### config.mk
export PLATFORM = sky130hd
export DESIGN_NAME = line_buf_sched_flat
export DESIGN_NICKNAME = d
export VERILOG_FILES = /design/src/rtl/line_buf_sched_pkg.sv /design/src/rtl/line_buf_sched_if.sv /design/src/rtl/line_buf_sched_col_ctr.sv /design/src/rtl/line_buf_sched.sv /design/src/flat_wrapper.sv
export SDC_FILE = /design/constraint.sdc
export NUM_CORES = 1
export LEC_CHECK = 0
export ABC_CLOCK_PERIOD_IN_PS = 4700
export CORE_MARGIN = 4
export CORE_UTILIZATION = 30
export CTS_CLUSTER_SIZE = 16
export DETAILED_ROUTE_END_ITERATION = 10
export SETUP_SLACK_MARGIN = 0.1
export SLEW_MARGIN = 25
export SYNTH_ARGS = -nofsm -noshare
export SYNTH_HDL_FRONTEND = slang
export SYNTH_SLANG_ARGS = --single-unit
### constraint.sdc
create_clock -name clock -period 4.7 [get_ports clock]
set_input_delay 0.705 -clock clock [delete_from_list [all_inputs] [get_ports clock]]
set_output_delay 0.705 -clock clock [all_outputs]
set_load 0.05 [all_outputs]
### src/rtl/line_buf_sched_pkg.sv
// Shared types for the deinterlacer line-buffer scheduler: buffer fill states,
// writer/reader FSM states and the buffer count.
package line_buf_pkg;

    localparam int BUF_CNT = 2;

    typedef enum logic [1:0] {
        EMPTY   = 2'd0,
        FILLING = 2'd1,
        FULL    = 2'd2
    } buf_state_t;

    typedef enum logic {
        W_IDLE = 1'b0,
        W_FILL = 1'b1
    } wr_state_t;

    typedef enum logic [1:0] {
        R_IDLE   = 2'd0,
        R_SINGLE = 2'd1,
        R_PAIR   = 2'd2
    } rd_state_t;

    // Full-buffer count after an optional completed write and an optional release.
    function automatic logic [1:0] cnt_adj(input logic [1:0] cnt,
                                           input logic       inc,
                                           input logic       dec);
        return cnt + {1'b0, inc} - {1'b0, dec};
    endfunction

endpackage

### src/rtl/line_buf_sched_if.sv
// Handshake/strobe bundle between the sink/source FSMs (master) and the
// line-buffer scheduler (slave).
interface line_buf_sched_if #(
    parameter int COL_W = 10
);
    logic             frame_start;
    logic             wr_valid;
    logic             wr_ready;
    logic             wr_en0;
    logic             wr_en1;
    logic [COL_W-1:0] wr_addr;
    logic             wr_line_done;
    logic             rd_start;
    logic             rd_pair;
    logic             rd_release;
    logic             rd_avail_single;
    logic             rd_avail_pair;
    logic             rd_busy;
    logic             rd_step;
    logic             rd_en0;
    logic             rd_en1;
    logic [COL_W-1:0] rd_addr;
    logic             rd_prim;
    logic             rd_line_done;

    modport master (
        output frame_start, wr_valid, rd_start, rd_pair, rd_release, rd_step,
        input  wr_ready, wr_en0, wr_en1, wr_addr, wr_line_done,
        input  rd_avail_single, rd_avail_pair, rd_busy, rd_en0, rd_en1,
        input  rd_addr, rd_prim, rd_line_done
    );

    modport slave (
        input  frame_start, wr_valid, rd_start, rd_pair, rd_release, rd_step,
        output wr_ready, wr_en0, wr_en1, wr_addr, wr_line_done,
        output rd_avail_single, rd_avail_pair, rd_busy, rd_en0, rd_en1,
        output rd_addr, rd_prim, rd_line_done
    );

endinterface

### src/rtl/line_buf_sched_col_ctr.sv
// Column counter for one side of the line buffers: counts enabled beats,
// wraps to zero after WIDTH-1 and flags the wrapping beat combinationally.
module line_col_ctr #(
    parameter int WIDTH = 640,
    parameter int COL_W = 10
) (
    input  logic             clock,
    input  logic             reset,
    input  logic             clr,
    input  logic             en,
    output logic [COL_W-1:0] count,
    output logic             wrap
);

    localparam logic [COL_W-1:0] LAST = COL_W'(WIDTH - 1);

    logic [COL_W-1:0] count_reg;
    logic [COL_W-1:0] count_next;

    assign wrap  = en & (count_reg == LAST);
    assign count = count_reg;

    always_comb begin
        count_next = count_reg;
        if (clr) begin
            count_next = '0;
        end else if (wrap) begin
            count_next = '0;
        end else if (en) begin
            count_next = count_reg + 1'b1;
        end
    end

    always_ff @(posedge clock or posedge reset) begin
        if (reset) begin
            count_reg <= '0;
        end else begin
            count_reg <= count_next;
        end
    end

endmodule

### src/rtl/line_buf_sched.sv
// Ping-pong scheduler for the two one-line deinterlacer buffers.
// Define LINE_BUF_SCHED_ERR_EN to add sticky err_ovf/err_unf outputs.
module line_buf_sched
    import line_buf_pkg::*;
#(
    parameter int WIDTH = 640,
    parameter int COL_W = 10
) (
    input  logic                   clock,
    input  logic                   reset,
    line_buf_sched_if.slave        bus
`ifdef LINE_BUF_SCHED_ERR_EN
    ,
    output logic                   err_ovf,
    output logic                   err_unf
`endif
);

    wr_state_t    wr_state_reg, wr_state_next;
    rd_state_t    rd_state_reg, rd_state_next;
    buf_state_t   buf_state_reg  [BUF_CNT];
    buf_state_t   buf_state_next [BUF_CNT];
    logic [1:0]   full_cnt_reg, full_cnt_next;
    logic         wr_ptr_reg, wr_ptr_next;
    logic         rd_ptr_reg, rd_ptr_next;
    logic         rd_release_reg, rd_release_next;
    logic         wr_line_done_reg, wr_line_done_next;
    logic         rd_line_done_reg, rd_line_done_next;

    logic             wr_ready;
    logic             wr_accept;
    logic             wr_wrap;
    logic             rd_idle;
    logic             avail_single;
    logic             avail_pair;
    logic             rd_accept;
    logic             rd_active;
    logic             rd_wrap;
    logic             rel_done;
    logic [COL_W-1:0] wr_col;
    logic [COL_W-1:0] rd_col;
    logic [BUF_CNT-1:0] wr_en;
    logic [BUF_CNT-1:0] rd_en;

    assign wr_ready     = (buf_state_reg[wr_ptr_reg] != FULL);
    assign wr_accept    = bus.wr_valid & wr_ready;
    assign rd_idle      = (rd_state_reg == R_IDLE);
    assign avail_single = rd_idle & (full_cnt_reg != 2'd0);
    assign avail_pair   = rd_idle & (full_cnt_reg == 2'd2);
    assign rd_accept    = bus.rd_start & (bus.rd_pair ? avail_pair : avail_single);
    assign rd_active    = bus.rd_step & ~rd_idle;
    assign rel_done     = rd_wrap & rd_release_reg;

    line_col_ctr #(.WIDTH(WIDTH), .COL_W(COL_W)) u_wr_ctr (
        .clock (clock),
        .reset (reset),
        .clr   (bus.frame_start),
        .en    (wr_accept),
        .count (wr_col),
        .wrap  (wr_wrap)
    );

    line_col_ctr #(.WIDTH(WIDTH), .COL_W(COL_W)) u_rd_ctr (
        .clock (clock),
        .reset (reset),
        .clr   (bus.frame_start),
        .en    (rd_active),
        .count (rd_col),
        .wrap  (rd_wrap)
    );

    // A single read strobes only the primary buffer; a paired read strobes both.
    genvar gi;
    generate
        for (gi = 0; gi < BUF_CNT; gi++) begin : g_buf
            localparam logic IDX = 1'(gi);
            assign wr_en[gi] = wr_accept & (wr_ptr_reg == IDX);
            assign rd_en[gi] = rd_active & ((rd_state_reg == R_PAIR) | (rd_ptr_reg == IDX));
        end
    endgenerate

    always_comb begin
        wr_state_next     = wr_state_reg;
        rd_state_next     = rd_state_reg;
        for (int i = 0; i < BUF_CNT; i++) begin
            buf_state_next[i] = buf_state_reg[i];
        end
        wr_ptr_next       = wr_ptr_reg;
        rd_ptr_next       = rd_ptr_reg;
        rd_release_next   = rd_release_reg;
        wr_line_done_next = wr_wrap;
        rd_line_done_next = rd_wrap;
        full_cnt_next     = cnt_adj(full_cnt_reg, wr_wrap, rel_done);

        case (wr_state_reg)
            W_IDLE: begin
                if (wr_accept) begin
                    buf_state_next[wr_ptr_reg] = FILLING;
                    wr_state_next              = W_FILL;
                end
            end
            default: ;
        endcase
        if (wr_wrap) begin
            buf_state_next[wr_ptr_reg] = FULL;
            wr_ptr_next                = ~wr_ptr_reg;
            wr_state_next              = W_IDLE;
        end

        // Writer and reader always own different buffers, so a completion and
        // a release in the same cycle touch distinct entries.
        case (rd_state_reg)
            R_IDLE: begin
                if (rd_accept) begin
                    rd_state_next   = bus.rd_pair ? R_PAIR : R_SINGLE;
                    rd_release_next = bus.rd_release;
                end
            end
            default: begin
                if (rd_wrap) begin
                    rd_state_next = R_IDLE;
                    if (rd_release_reg) begin
                        buf_state_next[rd_ptr_reg] = EMPTY;
                        rd_ptr_next                = ~rd_ptr_reg;
                    end
                end
            end
        endcase

        if (bus.frame_start) begin
            wr_state_next     = W_IDLE;
            rd_state_next     = R_IDLE;
            for (int i = 0; i < BUF_CNT; i++) begin
                buf_state_next[i] = EMPTY;
            end
            wr_ptr_next       = 1'b0;
            rd_ptr_next       = 1'b0;
            rd_release_next   = 1'b0;
            wr_line_done_next = 1'b0;
            rd_line_done_next = 1'b0;
            full_cnt_next     = 2'd0;
        end
    end

    always_ff @(posedge clock or posedge reset) begin
        if (reset) begin
            wr_state_reg     <= W_IDLE;
            rd_state_reg     <= R_IDLE;
            for (int i = 0; i < BUF_CNT; i++) begin
                buf_state_reg[i] <= EMPTY;
            end
            full_cnt_reg     <= 2'd0;
            wr_ptr_reg       <= 1'b0;
            rd_ptr_reg       <= 1'b0;
            rd_release_reg   <= 1'b0;
            wr_line_done_reg <= 1'b0;
            rd_line_done_reg <= 1'b0;
        end else begin
            wr_state_reg     <= wr_state_next;
            rd_state_reg     <= rd_state_next;
            for (int i = 0; i < BUF_CNT; i++) begin
                buf_state_reg[i] <= buf_state_next[i];
            end
            full_cnt_reg     <= full_cnt_next;
            wr_ptr_reg       <= wr_ptr_next;
            rd_ptr_reg       <= rd_ptr_next;
            rd_release_reg   <= rd_release_next;
            wr_line_done_reg <= wr_line_done_next;
            rd_line_done_reg <= rd_line_done_next;
        end
    end

`ifdef LINE_BUF_SCHED_ERR_EN
    logic err_ovf_reg, err_ovf_next;
    logic err_unf_reg, err_unf_next;

    always_comb begin
        err_ovf_next = err_ovf_reg | (bus.wr_valid & ~wr_ready);
        err_unf_next = err_unf_reg | (bus.rd_start & ~rd_accept) | (bus.rd_step & rd_idle);
        if (bus.frame_start) begin
            err_ovf_next = 1'b0;
            err_unf_next = 1'b0;
        end
    end

    always_ff @(posedge clock or posedge reset) begin
        if (reset) begin
            err_ovf_reg <= 1'b0;
            err_unf_reg <= 1'b0;
        end else begin
            err_ovf_reg <= err_ovf_next;
            err_unf_reg <= err_unf_next;
        end
    end

    assign err_ovf = err_ovf_reg;
    assign err_unf = err_unf_reg;
`endif

    assign bus.wr_ready        = wr_ready;
    assign bus.wr_en0          = wr_en[0];
    assign bus.wr_en1          = wr_en[1];
    assign bus.wr_addr         = wr_col;
    assign bus.wr_line_done    = wr_line_done_reg;
    assign bus.rd_avail_single = avail_single;
    assign bus.rd_avail_pair   = avail_pair;
    assign bus.rd_busy         = ~rd_idle;
    assign bus.rd_en0          = rd_en[0];
    assign bus.rd_en1          = rd_en[1];
    assign bus.rd_addr         = rd_col;
    assign bus.rd_prim         = rd_ptr_reg;
    assign bus.rd_line_done    = rd_line_done_reg;

endmodule
### src/flat_wrapper.sv
// flat-port wrapper written by rule: the top's interface ports become plain ports
module line_buf_sched_flat import line_buf_pkg::*;
#(
    parameter int WIDTH = 640,
    parameter int COL_W = 10
)
  (clock, reset, bus_frame_start, bus_wr_valid, bus_rd_start, bus_rd_pair, bus_rd_release, bus_rd_step, bus_wr_ready, bus_wr_en0, bus_wr_en1, bus_wr_addr, bus_wr_line_done, bus_rd_avail_single, bus_rd_avail_pair, bus_rd_busy, bus_rd_en0, bus_rd_en1, bus_rd_addr, bus_rd_prim, bus_rd_line_done);
  line_buf_sched_if #(.COL_W(COL_W)) bus_i ();
  input  logic clock;
  input  logic reset;
  input wire logic [$bits(bus_i.frame_start)-1:0] bus_frame_start;
  input wire logic [$bits(bus_i.wr_valid)-1:0] bus_wr_valid;
  input wire logic [$bits(bus_i.rd_start)-1:0] bus_rd_start;
  input wire logic [$bits(bus_i.rd_pair)-1:0] bus_rd_pair;
  input wire logic [$bits(bus_i.rd_release)-1:0] bus_rd_release;
  input wire logic [$bits(bus_i.rd_step)-1:0] bus_rd_step;
  output wire logic [$bits(bus_i.wr_ready)-1:0] bus_wr_ready;
  output wire logic [$bits(bus_i.wr_en0)-1:0] bus_wr_en0;
  output wire logic [$bits(bus_i.wr_en1)-1:0] bus_wr_en1;
  output wire logic [$bits(bus_i.wr_addr)-1:0] bus_wr_addr;
  output wire logic [$bits(bus_i.wr_line_done)-1:0] bus_wr_line_done;
  output wire logic [$bits(bus_i.rd_avail_single)-1:0] bus_rd_avail_single;
  output wire logic [$bits(bus_i.rd_avail_pair)-1:0] bus_rd_avail_pair;
  output wire logic [$bits(bus_i.rd_busy)-1:0] bus_rd_busy;
  output wire logic [$bits(bus_i.rd_en0)-1:0] bus_rd_en0;
  output wire logic [$bits(bus_i.rd_en1)-1:0] bus_rd_en1;
  output wire logic [$bits(bus_i.rd_addr)-1:0] bus_rd_addr;
  output wire logic [$bits(bus_i.rd_prim)-1:0] bus_rd_prim;
  output wire logic [$bits(bus_i.rd_line_done)-1:0] bus_rd_line_done;
  assign bus_i.frame_start = bus_frame_start;
  assign bus_i.wr_valid = bus_wr_valid;
  assign bus_i.rd_start = bus_rd_start;
  assign bus_i.rd_pair = bus_rd_pair;
  assign bus_i.rd_release = bus_rd_release;
  assign bus_i.rd_step = bus_rd_step;
  assign bus_wr_ready = bus_i.wr_ready;
  assign bus_wr_en0 = bus_i.wr_en0;
  assign bus_wr_en1 = bus_i.wr_en1;
  assign bus_wr_addr = bus_i.wr_addr;
  assign bus_wr_line_done = bus_i.wr_line_done;
  assign bus_rd_avail_single = bus_i.rd_avail_single;
  assign bus_rd_avail_pair = bus_i.rd_avail_pair;
  assign bus_rd_busy = bus_i.rd_busy;
  assign bus_rd_en0 = bus_i.rd_en0;
  assign bus_rd_en1 = bus_i.rd_en1;
  assign bus_rd_addr = bus_i.rd_addr;
  assign bus_rd_prim = bus_i.rd_prim;
  assign bus_rd_line_done = bus_i.rd_line_done;
  line_buf_sched #(.WIDTH(WIDTH), .COL_W(COL_W)) u_core (.clock(clock), .reset(reset), .bus(bus_i));
endmodule
==> impl_metrics.tcl <==
set metrics [dict create \
    finalCoreUtilization 0.402 \
    fin_area_sq_um 2370 \
    grt_pass1_wl_microns 7320 \
    fp.dieW_microns 85.6 \
    rr_worst_depth 6 \
    cts.sink_count 34 \
    avgSynthCellArea_sq_um 9.56 \
    hold_viol_final 0 \
    cts_root_buf "clkbuf_8" \
    cts_tree "built" \
    run_status "completed" \
    holdBufCountCts 0 \
    holdCritPathClass "flop to flop" \
    boundaryPins 39 \
    clk_latency_ns 0.28 \
    dieArea_sq_um 7330 \
    place_congestion 0.731 \
    crit_path_start_kind "input pin" \
    slowest_delay_ns 0.84 \
    remaining_drc_errors 0 \
    path_buf_inv 2 \
    crit_family "buffers and inverters" \
    cts_max_path_buffers 2 \
    ir_drop_mv 0.0985 \
    cp_slowest_cell "clkdlybuf4s50_1" \
    relSlewSlack 0.426 \
    p_leak_nw 0.951 \
    rsz0062_at_grt "no" \
    wire_per_inst_microns 14.1 \
    synth_top_cell_by_area "dfrtp_1" \
    place_area_sq_um 2270 \
    dp_worst_setup_slack_ns 1.57 \
    finalNetCount 243 \
    synth_compound_area_frac 0.140 \
    cts_resized 0 \
    path_max_fanout 7 \
    hold-worst-slack_ns 0.545 \
    setup_tns_ns 0 \
    h-tree-depth 2 \
    clk_pin_slew_worst_paths_ns 0.07 \
    dpl.hpwl_microns 3090 \
    worstSetupEndpointType "output port" \
    path_depth 4 \
    hold_depth 1 \
    port-buffer-count 38 \
    synth_top_family_by_area "simple AND/OR/NAND/NOR gates" \
    cts_setup_buffers 0 \
    synth.area.mux_share 0.0173 \
    drtAntennaViolNets 0 \
    drv_cap 0 \
    design.core.area_sq_um 5890 \
    synth_fp_nets 201 \
    power_density_nw_per_um2 237 \
    synth_top_area_share 0.471 \
    row_count 28 \
    grt_util_met3 0.0231 \
    min_period_over_period 0.670 \
    fin_ws_ns 1.55 \
    via_count 1540 \
    skew_ns 0.00292 \
    antenna_found_initial 0 \
    synthCells 189 \
    vias_per_cell 5.02 \
    grt_overflow 0 \
    crit_top_cell "clkdlybuf4s50_1" \
    routed_wl_microns 4330 \
    place_inst 299 \
    drtIter0Drc 128 \
    grt.total_usage 0.125 \
    grt_busiest_layer "met2" \
    numCtsBuffers 5 \
    worstMarginPinSlew_ns 0.857 \
    synth_cell_types 45 \
    final_cell_mix "clkdlybuf4s50_1 (38), dfrtp_1 (34), nor2_1 (21)" \
    first_pass_iters 4 \
    cp_data_required_time_ns 3.99 \
    fin_crit_ns 3.15 \
    ys_seq_elements 34 \
    synth-edff-count 0 \
    p_total_mw 0.560 \
    ys_async_sr_fraction 1.00 \
    die-height_microns 85.6 \
    synth.area.top_cells "dfrtp_1 (47%), nor2_1 (4.4%), xnor2_1 (4.4%), a21oi_1 (3.0%), ha_1 (2.8%)" \
    layout_commonest_cell "clkdlybuf4s50_1" \
    met1_usage 0.181 \
    finalSetupViolCount 0 \
    layout-drive-gt1-share 0.0647 \
    synthesis.area_sq_um 1810 \
    syn_to_final_growth_pct 31.0 \
    synthAdderAreaFrac 0.0277 \
    critPathArrivalTime_ns 2.44 \
    synthXorXnorAreaFrac 0.0582 \
    use_met2 0.185 \
    yosys_warnings 0 \
    crit_type "input pin to output port" \
    crit_chain "clkdlybuf4s50_1 > nand2b_1 > a21oi_1 > clkdlybuf4s50_1" \
    synth_flop_cell "dfrtp_1" \
    grt_max_degree 35 \
    diodes 0 \
    instances_no_fill 307 \
    start_util 0.307 \
    drv_slew 0 \
    synth_seq_area_share 0.471 \
    synth_simple_gate_area_frac 0.251 \
    clock.fmax_mhz 318 \
    grt_pass1_vias 1476 \
]
layer usage:
layer | wire [microns] | share of wire
met1 | 2130 | 0.49
met2 | 1980 | 0.46
met3 | 157 | 0.036
met4 | 64 | 0.015
met5 | 0 | 0
worst reg2reg max path, cell delays in order, from the launching register on:
cell and delay (ns):
dfrtp_1 0.46, o2111ai_1 0.69, nor3_1 0.15, ha_1 0.31, inv_1 0.04, ha_1 0.27, nor2b_1 0.13
layout make-up:
class,count,area [sq um]
Clock buffer,7,86.3
Timing Repair Buffer,40,395
Multi-Input combinational cell,139,893
Tap cell,75,93.8
Clock inverter,1,5.00
Fill cell,609,3520
Sequential cell,34,851
Inverter,11,41.3
cells by family after synthesis:
| group | count (synthesis) |
|---|---|
| AO/OA/AOI/OAI | 38 |
| XOR/XNOR | 12 |
| adder cells (fa/ha/maj) | 4 |
| buffers and inverters | 16 |
| flip-flops | 34 |
| multiplexers | 3 |
| AND/OR/NAND/NOR | 82 |
cells in the mapped netlist (2+ instances only):
library cell and n:
a2111oi_0 2, a21boi_0 3, a21oi_1 11, and2_1 3, buf_2 2, clkbuf_1 3
dfrtp_1 34, ha_1 4, inv_1 11, mux2i_1 2, nand2_1 9, nand2b_1 5
nand3_1 5, nand4_1 4, nor2_1 21, nor2b_1 4, nor3_1 8, nor4_1 3
o21ai_0 5, o31ai_1 6, or2_2 2, or3_1 4, or4_1 6, xnor2_1 9
xor2_1 3
power by group:
part           internal [mW]  total [mW]  switching, mW
registers              0.295       0.298        0.00263
logic                 0.0140      0.0412         0.0272
clock network          0.118       0.221          0.102
total                  0.428       0.560          0.132
path summary, 6_finish.rpt:
kind / start / end / slack [ns]
setup / recovery: bus_wr_valid / bus_wr_en0 / 1.55
hold / removal: u_core.u_wr_ctr.count[9]$_DFFE_PP0P_ / u_core.u_wr_ctr.count[9]$_DFFE_PP0P_ / 0.55
setup reg to reg: u_core.rd_state_reg[0]$_DFFE_PP0P_ / u_core.full_cnt_reg[0]$_DFF_PP0_ / 2.56
hold reg to reg: u_core.u_wr_ctr.count[9]$_DFFE_PP0P_ / u_core.u_wr_ctr.count[9]$_DFFE_PP0P_ / 0.55
max in group asynchronous: reset / u_core.bus.rd_prim$_DFFE_PP0P_ / 3.57
min in group asynchronous: reset / u_core.u_wr_ctr.count[5]$_DFFE_PP0P_ / 0.81
(Power assumes the default switching activity.)
==> variant 1 (same settings) <==
`COL_W` is set to 10 in 4 places; all go to 12.
--- a/src/rtl/line_buf_sched_if.sv
+++ b/src/rtl/line_buf_sched_if.sv
@@ -2,5 +2,5 @@
 // line-buffer scheduler (slave).
 interface line_buf_sched_if #(
-    parameter int COL_W = 10
+    parameter int COL_W = 12
 );
     logic             frame_start;
--- a/src/rtl/line_buf_sched_col_ctr.sv
+++ b/src/rtl/line_buf_sched_col_ctr.sv
@@ -3,5 +3,5 @@
 module line_col_ctr #(
     parameter int WIDTH = 640,
-    parameter int COL_W = 10
+    parameter int COL_W = 12
 ) (
     input  logic             clock,
--- a/src/rtl/line_buf_sched.sv
+++ b/src/rtl/line_buf_sched.sv
@@ -5,5 +5,5 @@
 #(
     parameter int WIDTH = 640,
-    parameter int COL_W = 10
+    parameter int COL_W = 12
 ) (
     input  logic                   clock,
--- a/src/flat_wrapper.sv
+++ b/src/flat_wrapper.sv
@@ -3,5 +3,5 @@
 #(
     parameter int WIDTH = 640,
-    parameter int COL_W = 10
+    parameter int COL_W = 12
 )
   (clock, reset, bus_frame_start, bus_wr_valid, bus_rd_start, bus_rd_pair, bus_rd_release, bus_rd_step, bus_wr_ready, bus_wr_en0, bus_wr_en1, bus_wr_addr, bus_wr_line_done, bus_rd_avail_single, bus_rd_avail_pair, bus_rd_busy, bus_rd_en0, bus_rd_en1, bus_rd_addr, bus_rd_prim, bus_rd_line_done);
Ports: changed (resized bus_rd_addr and bus_wr_addr); port bits go from 39 to 43. The function was not compared with the original's and may differ.
==> variant 1 against the unedited design <==
  * Setup slack gained 110 ps
  * Wire length up 18%
  * Synthesized area up 10%
  * Global-route usage rose by 1.2 points
  * Sequential cell count increased by 4
  * Clock skew grew 3.5 ps
  * Worst hold slack gained 34 ps
  * Final cell count rose by 10%
  * Fmax is 3.5% higher
  * Clock power fell by 2%
  * Power rose by 5.7%
  * Cell area up 9.6%
  * Largest power group unchanged
==> variant 1: results <==
INSERT INTO impl_metrics (metric_group, metric, value, unit) VALUES
('worst_setup_path', 'depth_of_the_worst_register_to_register_path', '8', ''),
('min_path', 'holdCritStartpoint', 'u_core.u_rd_ctr.count[11]$_DFFE_PP0P_', ''),
('finish', 'sequential_cell_area', '951', 'um^2'),
('power', 'cellLeakagePower', '0.00107', 'uW'),
('yosys', 'synth.top_cells.by_count', '38 x dfrtp_1, 20 x nor2_1, 15 x nand2_1, 14 x a21oi_1', ''),
('yosys', 'netlist.area_leader.share', '47.7', '%'),
('worst_setup_path', 'worst-path-max-fanout', '5', ''),
('worst_setup_path', 'rrSetupSlack', '2390', 'ps'),
('route', 'routed-wl-met3', '244', 'um'),
('status', 'run_status', 'finished, final reports clean', ''),
('worst_setup_path', 'critical-path-max-stage-delay', '810', 'ps'),
('yosys', 'synth-compound-area-share', '14.4', '%'),
('placed_design', 'placedCellCount', '331', ''),
('finish', 'drive_gt1_share', '5.75', '%'),
('sta', 'holdWs', '580', 'ps'),
('global_routing', 'grt_max_degree', '39', ''),
('finish', 'finalNonFillerCells', '338', ''),
('power', 'power.combinational.total', '42.4', 'uW'),
('route', 'vias', '1776', ''),
('yosys', 'yosys.area_share.adder', '2.51', '%'),
('placed_design', 'routabilityCongestion', '0.809', ''),
('yosys', 'syn-num-nets', '227', ''),
('yosys', 'synthXorXnorAreaFrac', '5.27', '%'),
('sta', 'layout_worst_path_cycle_share', '64.7', '%'),
('global_routing', 'grt_first_pass_wirelength', '8430', 'um');
## variant 1: cell count changes in the layout (fill, tap and decap cells not counted), sizes merged, moves of 3 or more
cell	delta
and3	+5
nand3	+3
a21boi	-3
clkdlybuf4s50	+4
nand2	+6
xnor2	-3
a21oi	+3
xor2	+3
nor3	-4
o21ai	+7
o31ai	-3
dfrtp	+4
or3	+4
## variant 1: kinds of logic after synthesis
logic type,Yosys count
AOI/OAI and AO/OA,46
xor gates and xnor gates,12
adders and majority gates,4
buffers and inverters,19
DFF,38
muxes,2
and+or+nand+nor,94
## variant 1: layout make-up
type	instances	share of cell area [%]
multi-input combinational	158	37.6
clock buffer	5	2.65
timing repair buffer	45	17.1
clock inverter	2	0.386
sequential	38	36.7
tap	77	3.71
inverter	13	1.88
## variant 1: metal layers
metal | up-vias | track usage (%)
li1 | 868 | -
met2 | 38 | 21.3
met3 | 4 | 3.87
met4 | 0 | 3.65
met5 | - | 0
met1 | 866 | 18.7
==> variant 2 (same settings) <==
Without the edit above. Re-encode `rd_state_t` (3 states) as one-hot, 3 bits wide.
--- a/src/rtl/line_buf_sched_pkg.sv
+++ b/src/rtl/line_buf_sched_pkg.sv
@@ -16,8 +16,8 @@
     } wr_state_t;
 
-    typedef enum logic [1:0] {
-        R_IDLE   = 2'd0,
-        R_SINGLE = 2'd1,
-        R_PAIR   = 2'd2
+    typedef enum logic [2:0] {
+        R_IDLE   = 3'b001,
+        R_SINGLE = 3'b010,
+        R_PAIR   = 3'b100
     } rd_state_t;
 
Formal check against the unedited RTL: same outputs for any inputs over 10 cycles, from zero or initial values and one cycle with reset high; not proved beyond that.
==> variant 2 against the unedited design <==
  * Die area up 6.7%
  * Via count rose by 4.8%
  * Critical path type unchanged
  * Wire length up 6.1%
  * Final cell count increased by 5.2%
  * Global-route usage shrank 0.20 points
  * Register-to-register slack worse by 40 ps
  * Synthesized area increased by 7.4%
  * Largest cell class unchanged
  * Power increased by 11%
  * Setup slack worse by 190 ps
  * Combinational power rose by 56%
  * Fmax shrank 5.7%
  * Count of clock-buffer cells in the layout unchanged
  * Sequential cell count rose by 1
  * Cell area up 5.9%
==> variant 2: results <==
INSERT INTO impl_metrics (metric_group, metric, value, unit) VALUES
('route', 'via_per_inst', '5.00', ''),
('finish', 'inverter_count_of_the_layout_excluding_clock_inverters', '10', ''),
('power', 'combPwrFrac', '10.4', '%'),
('worst_setup_path', 'depth_of_the_worst_register_to_register_path', '8', ''),
('placed_design', 'routabilityCongestion', '0.787', ''),
('worst_setup_path', 'worstPathArrival', '2630', 'ps'),
('finish', 'sequential_cell_area', '877', 'um^2'),
('route', 'vias', '1614', ''),
('finish', 'nNetsFinal', '257', ''),
('yosys', 'synthMuxAreaShare', '1.10', '%'),
('yosys', 'yosys.area_share.adder', '2.58', '%'),
('min_path', 'hold-path-endpoint', 'u_core.rd_state_reg[0]$_DFFE_PP1P_', ''),
('power', 'power_switching', '160', 'uW'),
('finish', 'layout.buffer.nonclock.area_share', '15.8', '%'),
('sta', 'finalClockSkew', '7.20', 'ps'),
('yosys', 'ys_seq_elements', '35', ''),
('power', 'cellLeakagePower', '0.00103', 'uW'),
('sta', 'holdWs', '535', 'ps'),
('sta', 'slew_headroom', '54.1', '%'),
('status', 'run_status', 'finished, final reports clean', ''),
('finish', 'multiInputCombCellCount', '153', ''),
('global_routing', 'grt_first_pass_wirelength', '7550', 'um'),
('route', 'drt-initial-drc-count', '97', ''),
('route', 'route.detailed.wl_per_inst', '14.2', 'um'),
('yosys', 'synth.top_cells.by_count', '34 x dfrtp_1, 18 x nor2_1, 15 x a21oi_1, 13 x nand3_1, 11 x nand2_1', '');
variant 2: cell count changes after synthesis, sizes merged, moves of 4 or more:
| cell | delta |
|---|---|
| a21oi | +4 |
| and3 | +5 |
| nand2b | -4 |
| nand3 | +9 |
| nor3 | -6 |
| nor3b | +4 |
| o21a | +5 |
| xor2 | +4 |
variant 2: routing by layer:
metal | global-route usage [%] | wire [um] | share of wire (%)
met1 | 16.5 | 2280 | 50
met2 | 19.0 | 1990 | 43
met3 | 3.72 | 271 | 5.9
met4 | 3.98 | 46 | 1.0
met5 | 0 | 0 | 0
variant 2: metrics by stage:
step | power (uW) | instance area (um^2) | worst slack, ps
2_1_floorplan | 357 | 1940 | 2180
3_3_place_gp | 382 | 2400 | 1370
3_5_place_dp | 382 | 2400 | 1350
4_1_cts | 631 | 2510 | 1350
5_1_grt | 649 | 2510 | 1290
6_report | 620 | 2510 | 1360
